===== src/rtl/mult_div_unit.sv =====
// Iterative signed multiply/divide beside the EX-stage ALU.
// Ports: clk/reset_n, start/op/A/B/abort in; busy/done/result/overflow/div_by_zero out.
module mult_div_unit #(
  parameter int WIDTH = 16
) (
  input  logic             clk,
  input  logic             reset_n,
  input  logic             start,
  input  logic             op,
  input  logic [WIDTH-1:0] A,
  input  logic [WIDTH-1:0] B,
  input  logic             abort,
  output logic             busy,
  output logic             done,
  output logic [WIDTH-1:0] result,
  output logic [WIDTH-1:0] overflow,
  output logic             div_by_zero
);

  localparam int CW = $clog2(WIDTH);

  typedef enum logic [1:0] {
    S_IDLE,
    S_BUSY,
    S_DONE
  } state_t;

  state_t           state_q;
  logic [CW-1:0]    cnt_q;
  logic             op_q;
  logic             neg_q;
  logic             sa_q;
  logic [WIDTH-1:0] opnd_q;
  logic [WIDTH-1:0] hi_q;
  logic [WIDTH-1:0] lo_q;
  logic             busy_q;
  logic             done_q;
  logic [WIDTH-1:0] res_q;
  logic [WIDTH-1:0] ovf_q;
  logic             dbz_q;

  logic [WIDTH-1:0]   a_mag;
  logic [WIDTH-1:0]   b_mag;
  logic [WIDTH:0]     msum;
  logic [WIDTH-1:0]   mul_hi;
  logic [WIDTH-1:0]   mul_lo;
  logic [WIDTH:0]     dshift;
  logic [WIDTH:0]     ddiff;
  logic               qbit;
  logic [WIDTH-1:0]   div_hi;
  logic [WIDTH-1:0]   div_lo;
  logic [WIDTH-1:0]   it_hi;
  logic [WIDTH-1:0]   it_lo;
  logic [2*WIDTH-1:0] prod;
  logic [2*WIDTH-1:0] prod_fix;
  logic [WIDTH-1:0]   quot_fix;
  logic [WIDTH-1:0]   rem_fix;
  logic [WIDTH-1:0]   res_fin;
  logic [WIDTH-1:0]   ovf_fin;
  logic               last;

  always_comb begin
    a_mag = A[WIDTH-1] ? -A : A;
    b_mag = B[WIDTH-1] ? -B : B;

    // Multiply: {hi,lo} shifts right; lo starts as the multiplier.
    msum   = {1'b0, hi_q} + (lo_q[0] ? {1'b0, opnd_q} : '0);
    mul_hi = msum[WIDTH:1];
    mul_lo = {msum[0], lo_q[WIDTH-1:1]};

    // Divide: lo starts as the dividend and fills with quotient bits.
    // The remainder stays below the divisor, so dshift never exceeds WIDTH bits
    // and ddiff's top bit is the borrow.
    dshift = {hi_q, lo_q[WIDTH-1]};
    ddiff  = dshift - {1'b0, opnd_q};
    qbit   = ~ddiff[WIDTH];
    div_hi = qbit ? ddiff[WIDTH-1:0] : dshift[WIDTH-1:0];
    div_lo = {lo_q[WIDTH-2:0], qbit};

    it_hi = op_q ? div_hi : mul_hi;
    it_lo = op_q ? div_lo : mul_lo;

    prod     = {it_hi, it_lo};
    prod_fix = neg_q ? -prod : prod;
    quot_fix = neg_q ? -it_lo : it_lo;
    rem_fix  = sa_q ? -it_hi : it_hi;

    res_fin = op_q ? quot_fix : prod_fix[WIDTH-1:0];
    ovf_fin = op_q ? rem_fix : prod_fix[2*WIDTH-1:WIDTH];

    last = (cnt_q == CW'(WIDTH - 1));
  end

  always_ff @(posedge clk or negedge reset_n) begin
    if (!reset_n) begin
      state_q <= S_IDLE;
      cnt_q   <= '0;
      op_q    <= 1'b0;
      neg_q   <= 1'b0;
      sa_q    <= 1'b0;
      opnd_q  <= '0;
      hi_q    <= '0;
      lo_q    <= '0;
      busy_q  <= 1'b0;
      done_q  <= 1'b0;
      res_q   <= '0;
      ovf_q   <= '0;
      dbz_q   <= 1'b0;
    end else begin
      unique case (state_q)
        S_IDLE: begin
          done_q <= 1'b0;
          if (start && !abort) begin
            if (op && (B == '0)) begin
              state_q <= S_DONE;
              done_q  <= 1'b1;
              res_q   <= '1;
              ovf_q   <= A;
              dbz_q   <= 1'b1;
            end else begin
              state_q <= S_BUSY;
              busy_q  <= 1'b1;
              op_q    <= op;
              sa_q    <= A[WIDTH-1];
              neg_q   <= A[WIDTH-1] ^ B[WIDTH-1];
              cnt_q   <= '0;
              hi_q    <= '0;
              // Multiplicand or divisor is kept fixed; lo shifts.
              opnd_q  <= op ? b_mag : a_mag;
              lo_q    <= op ? a_mag : b_mag;
            end
          end
        end
        S_BUSY: begin
          if (abort) begin
            state_q <= S_IDLE;
            busy_q  <= 1'b0;
          end else begin
            hi_q  <= it_hi;
            lo_q  <= it_lo;
            cnt_q <= cnt_q + 1'b1;
            if (last) begin
              state_q <= S_DONE;
              busy_q  <= 1'b0;
              done_q  <= 1'b1;
              res_q   <= res_fin;
              ovf_q   <= ovf_fin;
              dbz_q   <= 1'b0;
            end
          end
        end
        S_DONE: begin
          state_q <= S_IDLE;
          done_q  <= 1'b0;
        end
        default: begin
          state_q <= S_IDLE;
          busy_q  <= 1'b0;
          done_q  <= 1'b0;
        end
      endcase
    end
  end

  assign busy        = busy_q;
  assign done        = done_q;
  assign result      = res_q;
  assign overflow    = ovf_q;
  assign div_by_zero = dbz_q;

endmodule


===== config.mk =====
export PLATFORM = sky130hd
export DESIGN_NAME = mult_div_unit
export DESIGN_NICKNAME = d
export VERILOG_FILES = /design/src/rtl/mult_div_unit.sv
export SDC_FILE = /design/constraint.sdc
export NUM_CORES = 1
export LEC_CHECK = 0
export CAP_MARGIN = 10
export CORE_MARGIN = 5
export CORE_UTILIZATION = 54
export CTS_CLUSTER_SIZE = 14
export DETAILED_ROUTE_END_ITERATION = 8
export PLACE_DENSITY = 0.87
export SYNTH_ARGS = -nofsm -noshare
export SYNTH_HDL_FRONTEND = slang
export SYNTH_SLANG_ARGS = --single-unit

===== constraint.sdc =====
create_clock -name clk -period 4.06 [get_ports clk]
set_clock_uncertainty 0.1 [all_clocks]
set_input_delay 0.609 -clock clk [delete_from_list [all_inputs] [get_ports clk]]
set_output_delay 0.609 -clock clk [all_outputs]
set_load 0.1 [all_outputs]

# Word level (Yosys, flattened, before mapping)

Cells that the tools add are included.

Bitwise gates (word level): 4
Equality and inequality tests: 9
Muxes and demuxes: 54
Reduce and logical (&&, ||, !) cells: 12
Add/sub/neg operators: 8

Operator list:

| kind                | count |
|---|---|
| $mux 16             | 26 |
| $pmux 16 s2         | 4 |
| $neg 16->16         | 4 |
| $mux 32             | 1 |
| $neg 32->32         | 1 |
| $add 16x16->17      | 1 |
| $sub 17x16->17      | 1 |
| $logic_not 16->1    | 1 |
| $mux 4              | 3 |
| $mux 1              | 11 |
| $ne 2x2->1 const B  | 5 |
| $mux 2              | 4 |
| $pmux 4 s2          | 1 |
| $reduce_and 4->1    | 2 |
| $reduce_and 5->1    | 1 |
| $add 4x1->4 const B | 1 |
| $eq 4x4->1 const B  | 1 |
| $pmux 1 s2          | 2 |
| $pmux 2 s2          | 1 |
| $reduce_and 2->1    | 2 |
| $ne 3x3->1 const B  | 1 |
| $not 1->1           | 3 |
| $pmux 1 s3          | 1 |
| $reduce_and 3->1    | 1 |
| 7 further kinds     | 8 |

Word-level logic and storage cells: 100
Bits of input ports: 37
Output and inout port bits: 35
Flip-flop bits (word level): 92

# Depth between registers and ports, before layout

Word-level depth: 9
Mapped depth: 20
Mapped depth without buffers: 19

# Least setup slack after synthesis

No wires, ideal clock.

Path kind: flip-flop to flip-flop
Start: register lo_q[15]
End: register ovf_q[14] (netlist: overflow[14])
Path buffers: 0
Library setup time: 126 ps
Period minus slack after synthesis: 4,122 ps
Cell stages (with the launch flop): 20
Data required time: 3,834 ps
Data arrival time: 3,897 ps
Slack: -62 ps
Cells stage by stage: dfrtp_1 -> inv_1 -> ha_1 -> inv_1 -> fa_1 -> a211oi_2 -> o211ai_2 -> nand2_4 -> o21a_4 -> xnor2_2 -> mux2i_1 -> ha_1 -> nand2_1 -> or2_2 -> o21ai_0 -> a22oi_1 -> nor4b_4 -> a21oi_1 -> xor2_1 -> a21oi_2

Cells in the longest elaborated chain, start to end: 9
Elaborated cells on any way between the ends: 13
Those cells by class: 3 x add/sub; 9 x mux; 1 x bitwise

Ends and longest elaborated chain:

| item                                              | RTL line | source |
|---|---|---|
| start: declaration                                | 35       | `logic [WIDTH-1:0] lo_q;` |
| start signal: assignment                          | 130      | `lo_q <= op ? a_mag : b_mag;` |
| start signal: assignment                          | 140      | `lo_q <= it_lo;` |
| $sub 17x16->17                                    | 75       | `ddiff = dshift - {1'b0, opnd_q};` |
| $mux 16 / $not 1->1 (equally long branches)       | 77, 76   |  |
| $mux 16 (on tied branches)                        | 80, 81   |  |
| $neg 32->32 / $neg 16->16 (equally long branches) | 84, 86   |  |
| $mux 32 / $mux 16 (equally long branches)         | 84, 86   |  |
| $mux 16 (*)                                       | 89       | `ovf_fin = op_q ? rem_fix : prod_fix[2*WIDTH-1:WIDTH];` |
| $mux 16 (*)                                       | 142      | `if (last) begin` |
| $mux 16 (*)                                       | 135      | `if (abort) begin` |
| $pmux 16 s2 (*)                                   | 110      | `unique case (state_q)` |
| end signal: assignment                            | 147      | `ovf_q <= ovf_fin;` |
| end: declaration                                  | 39       | `logic [WIDTH-1:0] ovf_q;` |

Mark *: on every way between the ends. The rest lies on a longest branch, timed or not. The select of a mux whose other input is x is not followed.
A chain may end at the register's enable or synchronous reset.

# Worst setup path after layout

Start: register lo_q[15]
End: register ovf_q[10] (netlist: overflow[10])

Same word-level chain as after synthesis.

==> run metrics <==
status=completed; R2R depth=19; Final Hold Fails=0; area growth from synthesis to layout=19.8%; crit start category=flip-flop; CTS tree=built; Vias=8,446; global-route wire length before repair=41,100 µm; Leak=4.11 nW; Worst EP required=4.24 ns; clock sinks=92; vias per std cell=6.46; fmax=248 MHz; Max Cap Violations=0; Worst R2R End=overflow[10]; Post-synth ARST share=100%; worst setup slack after placement=0.102 ns; antenna cells=0; largest net degree at the start of global routing=57; Core Box Area=14,600 µm²; Port Buffer Count=71; number of global-route vias before repair=7,908; placed insts=1,287; Die Area=17,600 µm²; period utilization=99.1%; total power=7.38 mW; initial antenna violation count=0; die span in x=133 µm; total global routing overflow=0; hpwl dp=19,700 µm; Post-route DRC=0; sequential area share after synthesis=28.4%; Net Count, Synth=1,101; worst setup path start=lo_q[15]; clock tree buffer depth=2; VDD IR max=0.386 mV; EDFF count, synth=0; CTS root buffer=clkbuf_16; post-layout min period=4.02 ns; top cells by area, synth=dfrtp_1 (28%), nand2_1 (6.4%), o21ai_0 (6.2%); Least-Margin Pin Slew=1.01 ns; cell area after layout=9710 µm²; initial drt markers=1,079; drt wl/cell=20.0 µm; Avg Cell Area, Syn=7.91 µm²; Slew headroom=32.7%; most frequent cells in the layout=nand2_1 (139), o21ai_0 (98), nor2_1 (91), dfrtp_1 (91), a21oi_1 (77); flop2flop setup slack=0.04 ns; clk_lat worst skew=0.36 ns; CTS H-tree lvls=3; Yosys reg bits=92; Routed Antenna Nets=0; WHS=0.159 ns; clock slew at reported path FFs=0.07 ns; post-synthesis cell type count=86; TNS Setup=0 ns; Hold WC Path Type=in -> async; share of the synthesized area in the top cell type=28.4%; Synth area leader=dfrtp_1; Setup CP Type=reg -> reg; Cell Area, Synth=8110 µm²; Synth Flop Type=dfrtp_1; Die Y=133 µm; hold buffers post-CTS=0; fill count=1,152; proportion of layout cells with a drive suffix above 1=13.0%; Placement Cell Area=9290 µm²; Util after Layout=66.3%; total CTS buffers=9; PwrDens=760 nW/µm²; non-filler instance count after layout=1,307; I/O Pins=72; Pins Over Slew Limit=0; Syn. warnings=0; final setup violation count=0; reg2reg start=lo_q[15]; DR pass1 iterations=5; setup slack after layout=0.0354 ns; Cell Rows=44; Post-Synthesis Cells=1,025; commonest non-fill, non-tap cell in the layout=nand2_1; Worst Setup End Kind=flip-flop; # nets final=1,195; gr usage total=28.7%; Routed WL=26,200 µm; CP max FO=4; Critical Path AT=4.21 ns; routability cong.=0.968; Starting Density=55.4%
[cell families after synthesis]
group	share of synthesized area, %
and+or+nand+nor	22.2
AOI/OAI and AO/OA	26.5
buffers and inverters	4.87
DFF	28.4
xor gates and xnor gates	8.08
adders and majority gates	6.20
muxes	3.78
[state kept, by name (all words and copies together) (netlist names)]
signal / flops
cnt_q: 4
hi_q: 16
done: 1
result: 16
opnd_q: 16
op_q: 1
lo_q: 16
busy: 1
sa_q: 1
overflow: 16
state_q: 2
div_by_zero: 1
neg_q: 1
[worst max path at each step]
stage / slack (ns) / cells after the start / to
5_1_grt: -0.08 / 19 / overflow[10]
3_5_place_dp: 0.10 / 19 / overflow[14]
6_report: 0.04 / 19 / overflow[10]
2_1_floorplan: 0.06 / 19 / overflow[14]
3_3_place_gp: 0.20 / 19 / overflow[14]
4_1_cts: 0.06 / 19 / overflow[10]
[worst max-delay path, stage by stage (launching register included)]
cell	delay [ns]
dfrtp_1	0.42
inv_2	0.08
ha_1	0.16
inv_1	0.07
fa_2	0.42
a211oi_4	0.28
o211ai_2	0.15
nand2_4	0.10
o21a_4	0.17
xnor2_2	0.08
mux2i_1	0.23
ha_2	0.23
nand2_1	0.08
or2_4	0.30
o21ai_4	0.17
a22oi_2	0.09
nor4b_4	0.40
a211o_1	0.19
o2111ai_1	0.09
a31oi_1	0.15
[synthesized netlist by cell type (21+ instances only)]
library cell,number
mux2i_1,25
dfrtp_1,92
clkbuf_1,37
ha_1,37
a21oi_1,80
o21ai_0,100
nand2_1,139
nand3_1,21
xor2_1,28
nor2_1,91
xnor2_1,45
inv_1,41
[power breakdown]
part	internal (mW)	switching [mW]	total, mW
sequential	1.13	0.311	1.44
clock	0.481	0.397	0.877
combinational	2.04	3.03	5.07
[metal layers]
| layer | GRT usage (%) | wire (µm) | vias up |
|---|---|---|---|
| li1 | - | - | 3884 |
| met1 | 37.3 | 10200 | 3934 |
| met2 | 46.2 | 12100 | 525 |
| met3 | 7.59 | 3040 | 103 |
| met4 | 10.1 | 930 | 0 |
| met5 | 0 | 0 | - |
[cell type report]
cell class / count / area [µm²] / share of cell area (%)
timing repair buffer: 136 / 1200 / 12.4
multi-input combinational: 837 / 5520 / 56.8
clock buffer: 9 / 225 / 2.32
tap: 184 / 230 / 2.37
inverter: 43 / 161 / 1.66
clock inverter: 6 / 72.6 / 0.747
sequential: 92 / 2300 / 23.7
[repair_timing]
item / CTS / global route
gates resized for setup: 0 / 19
endpoints found under the setup margin: 0 / 13
buffers inserted: 0 / 5
Power figures use the tool's default switching activity.
